## src/rtl/axis_unfilter.sv

```systemverilog
`default_nettype none
// ============================================================================
// Module   : axis_unfilter
// Purpose  : Re-expands a thinned AXI-Stream back to its original sample rate.
//            Each flag beat either forwards the next filtered sample (pass) or
//            inserts a filler (fill). A 2-entry output buffer decouples the
//            input ready signals from output_ready.
// Revision : 1.0 - initial release
// ============================================================================
module axis_unfilter #(
    parameter int                    DATA_WIDTH      = 16,
    parameter logic                  ELIMINATE_ON_UP = 1'b1,
    parameter int                    FILL_MODE       = 0,
    parameter logic [DATA_WIDTH-1:0] FILL_VALUE      = '0
) (
    input  logic                  clk,
    input  logic                  rst,
    input  logic                  input_valid,
    input  logic [DATA_WIDTH-1:0] input_data,
    output logic                  input_ready,
    input  logic                  flag_valid,
    input  logic                  flag_data,
    output logic                  flag_ready,
    output logic                  output_valid,
    output logic [DATA_WIDTH-1:0] output_data,
    input  logic                  output_ready
);

    localparam logic [1:0] C_OCC_EMPTY = 2'd0;
    localparam logic [1:0] C_OCC_ONE   = 2'd1;
    localparam logic [1:0] C_OCC_FULL  = 2'd2;

    logic [1:0]            r_count;
    logic [DATA_WIDTH-1:0] r_head;
    logic [DATA_WIDTH-1:0] r_tail;
    logic [DATA_WIDTH-1:0] r_last;

    logic                  w_elim;
    logic                  w_space;
    logic                  w_push;
    logic                  w_pop;
    logic [DATA_WIDTH-1:0] w_fill;
    logic [DATA_WIDTH-1:0] w_push_data;

    // Room in the buffer depends only on registered occupancy; reset forces
    // both readies low while rst is held.
    assign w_elim  = flag_valid && (flag_data == ELIMINATE_ON_UP);
    assign w_space = rst && (r_count < C_OCC_FULL);

    assign flag_ready  = w_space && flag_valid && (w_elim || input_valid);
    assign input_ready = w_space && flag_valid && !w_elim && input_valid;

    // Every flag transfer pushes exactly one value into the buffer.
    assign w_push      = flag_ready;
    assign w_pop       = output_valid && output_ready;
    assign w_fill      = (FILL_MODE == 0) ? FILL_VALUE : r_last;
    assign w_push_data = w_elim ? w_fill : input_data;

    assign output_valid = (r_count != C_OCC_EMPTY);
    assign output_data  = r_head;

    // Track the most recently pushed sample for repeat-fill mode.
    always_ff @(posedge clk or negedge rst) begin
        if (!rst) begin
            r_last <= FILL_VALUE;
        end else if (w_push) begin
            r_last <= w_push_data;
        end
    end

    // Two-entry output buffer; head is the presented beat, tail the spare.
    always_ff @(posedge clk or negedge rst) begin
        if (!rst) begin
            r_count <= C_OCC_EMPTY;
            r_head  <= '0;
            r_tail  <= '0;
        end else begin
            case (r_count)
                C_OCC_EMPTY: begin
                    if (w_push) begin
                        r_head  <= w_push_data;
                        r_count <= C_OCC_ONE;
                    end
                end
                C_OCC_ONE: begin
                    if (w_push && w_pop) begin
                        r_head <= w_push_data;
                    end else if (w_push) begin
                        r_tail  <= w_push_data;
                        r_count <= C_OCC_FULL;
                    end else if (w_pop) begin
                        r_count <= C_OCC_EMPTY;
                    end
                end
                C_OCC_FULL: begin
                    if (w_pop) begin
                        r_head  <= r_tail;
                        r_count <= C_OCC_ONE;
                    end
                end
                default: begin
                    r_count <= C_OCC_EMPTY;
                end
            endcase
        end
    end

endmodule
`default_nettype wire

```

## config.mk

```make
export PLATFORM = sky130hd
export DESIGN_NAME = axis_unfilter
export DESIGN_NICKNAME = d
export VERILOG_FILES = /design/src/rtl/axis_unfilter.sv
export SDC_FILE = /design/constraint.sdc
export NUM_CORES = 1
export LEC_CHECK = 0
export BUFFER_PORTS_ARGS = -buffer_cell sky130_fd_sc_hd__buf_2
export CAP_MARGIN = 30
export CORE_ASPECT_RATIO = 2
export CORE_UTILIZATION = 30
export DETAILED_ROUTE_END_ITERATION = 8
export SLEW_MARGIN = 20
export SYNTH_ARGS = -nofsm -noshare
export SYNTH_HDL_FRONTEND = slang
export SYNTH_SLANG_ARGS = --single-unit
```

## constraint.sdc

```tcl
create_clock -name clk -period 4.6 [get_ports clk]
set_clock_uncertainty 0.05 [all_clocks]
set_input_delay 0.23 -clock clk [delete_from_list [all_inputs] [get_ports clk]]
set_output_delay 0.23 -clock clk [all_outputs]
set_load 0.02 [all_outputs]
```

==> results_dict.tcl <==
set metrics [dict create \
    power_leakage_uw 0.000981 \
    synth-edff-count 0 \
    synth_cell_types 21 \
    critical_path_required_ps 4320 \
    ys_ff_latch 34 \
    max_clock_freq_ghz 0.411 \
    final_nets 223 \
    hp-class "input pin to register" \
    p_per_area_nw_per_um2 500 \
    io_buffers 40 \
    relSlewSlack_pct 48.4 \
    drv_slew 0 \
    synthFlopType "dfrtp_1" \
    fill_cells 525 \
    cpMostUsedCell "buf_2" \
    synth_area_um2 1610 \
    hpwlAfterDp_um 2360 \
    clk_pin_slew_ps 70 \
    worst-r2r-cell-count 4 \
    period_needed_ps 2430 \
    tritoncts "yes" \
    clock_tree.root_cell "clkbuf_8" \
    finalSetupTns_ps 0 \
    cp_max_fo 36 \
    hold_viol 0 \
    grt_pass1_wl_um 5680 \
    gp_congestion 0.769 \
    drive_gt1_share_pct 34.8 \
    fin_ws_ps 2170 \
    via_count 1246 \
    initial_utilization_pct 31.4 \
    grt_pass1_vias 1234 \
    max-vdd-ir-drop_v 0.000295 \
    r2r_setup_slack_ps 2500 \
    die_w_um 53.9 \
    cts_setup_buffers 0 \
    firstDrtPassIters 4 \
    syn_inst 160 \
    crit_buf_inv 3 \
    max-clock-path-buffers 2 \
    worst-path-stages 5 \
    ys_warn_count 0 \
    dieArea_um2 5700 \
    cts_hold_buf 1 \
    rsz0062_at_grt "false" \
    drt_iter0_drc 27 \
    r2r_start "r_count[1]" \
    syn_nets 182 \
    worstMarginPinSlew_ps 773 \
    grt_antenna_before_repair 0 \
    wl_per_cell_um 13.0 \
    cpPeakStageDelay_ps 610 \
    io_pins 41 \
    status "completed" \
    core_area_um2 5140 \
    overflow 0 \
    row_count 37 \
    grt_max_degree 37 \
    drc 0 \
    ant_nets 0 \
    vias_per_cell 4.81 \
    place_ws_ps 2020 \
    slowest_stage "buf_2" \
    routed_wl_um 3360 \
    cp-end-kind "primary output" \
    cap_violations 0 \
    worstHoldStart "output_ready" \
    crit_end "flag_ready" \
    num_antenna_cells 0 \
    grt_use_total_pct 14.0 \
    setup_viol 0 \
    critical_path_class "input pin to primary output" \
    startpoint_type "input pin" \
    die_y_um 106 \
    worstPathArrival_ps 2150 \
    startpoint "rst" \
    crit_family "buffers and inverters" \
    crit_chain "dlygate4sd3_1 -> buf_2 -> nand3b_1 -> nor2_1 -> buf_2" \
    async_reset_ff_share_pct 100 \
    syn_to_final_growth_pct 22.6 \
    rr_endpoint "output_data[11]" \
    synth-seq-area-share_pct 52.7 \
    clk_latency_ps 290 \
    period_share_pct 52.8 \
    htreeDepth 2 \
    avgSynthCellArea_um2 10.1 \
    cts.sinks 34 \
    cts_buffers 5 \
    cts-resized-gates 0 \
]
==> stage by stage <==
stage / hold slack, ps / area, um2 / util (%) / power (uW) / cells
global placement: 305 / 1830 / 35.6 / 706 / 249
detailed placement: 318 / 1840 / 35.8 / 715 / 250
CTS: 98.1 / 1960 / 38.2 / 1000 / 258
global route: 98.2 / 1980 / 38.5 / 1050 / 259
finish: 101 / 1980 / 38.5 / 990 / 259
floorplan: -116 / 1610 / - / 625 / 160
==> worst min path at each step <==
stage | endpoint | slack [ps] | cells after the start
after floorplan | output_data[0] | -120 | 0
after global placement | output_data[1] | 310 | 1
after detailed placement | output_data[1] | 320 | 1
after CTS | r_count[1] | 100 | 2
after global routing | r_count[1] | 100 | 2
final | r_count[1] | 100 | 2
==> layout by cell type (no fill, tap or decap), types with 2 or more instances in the layout <==
master / count
nand2_1: 51
dfrtp_1: 34
clkbuf_8: 6
a21oi_1: 2
o21ai_0: 32
nand3b_1: 2
buf_2: 40
inv_1: 2
mux2_2: 6
mux2_4: 10
nor2_1: 3
==> metal layers <==
| layer | global-route usage [%] | wire (um) | vias to the layer above |
|---|---|---|---|
| met5 | 0 | 0 | - |
| met4 | 7.89 | 96 | 0 |
| met3 | 3.61 | 165 | 6 |
| met2 | 23.5 | 1830 | 26 |
| met1 | 14.8 | 1270 | 599 |
| li1 | - | - | 615 |
==> where the power goes <==
group | switching, uW | internal [uW] | leakage [uW]
combinational | 143 | 121 | 0.000491
clock | 111 | 173 | 0.0000573
sequential | 49.7 | 392 | 0.000432
==> area by class of cell <==
type / count / area [um2] / area share, %
multi-input cells: 115 / 699 / 35.3
clock inverters: 1 / 30.0 / 1.52
clock buffers: 6 / 82.6 / 4.17
inverters: 2 / 7.51 / 0.379
flip-flops and latches: 34 / 851 / 43.0
well taps: 58 / 72.6 / 3.67
repair buffers: 43 / 236 / 11.9
==> state kept, by name (all words and copies together), names as in the netlist <==
signal and cells:
output_data 16, r_count 2, r_tail 16
==> synth_stat cells (2+ instances only) <==
cell type | count | area [um2]
nand2_1 | 51 | 191
dfrtp_1 | 34 | 851
o21ai_0 | 32 | 160
mux2_4 | 10 | 150
mux2_2 | 6 | 67.6
buf_2 | 4 | 20.0
clkbuf_1 | 3 | 11.3
nor2_1 | 3 | 11.3
a21oi_1 | 2 | 10.0
inv_1 | 2 | 7.51
nand3b_1 | 2 | 15.0
nor2b_1 | 2 | 12.5
==> kinds of logic (layout without fill, tap and decap cells) <==
logic type | after synthesis | in the layout | synth area share (%)
flops | 34 | 34 | 52.7
buf+inv | 11 | 52 | 4.11
mux | 17 | 17 | 14.1
simple gates | 61 | 61 | 15.9
compound gates | 37 | 37 | 13.2
==> worst reg2reg max path, delay by kind of cell, from the launching register on <==
| family | cells | cell delay [ps] |
|---|---|---|
| AOI/OAI and AO/OA | 1 | 220 |
| buffers and inverters | 1 | 250 |
| DFF | 1 | 450 |
| muxes | 1 | 360 |
| and+or+nand+nor | 1 | 650 |
Power figures use the tool's default switching activity.
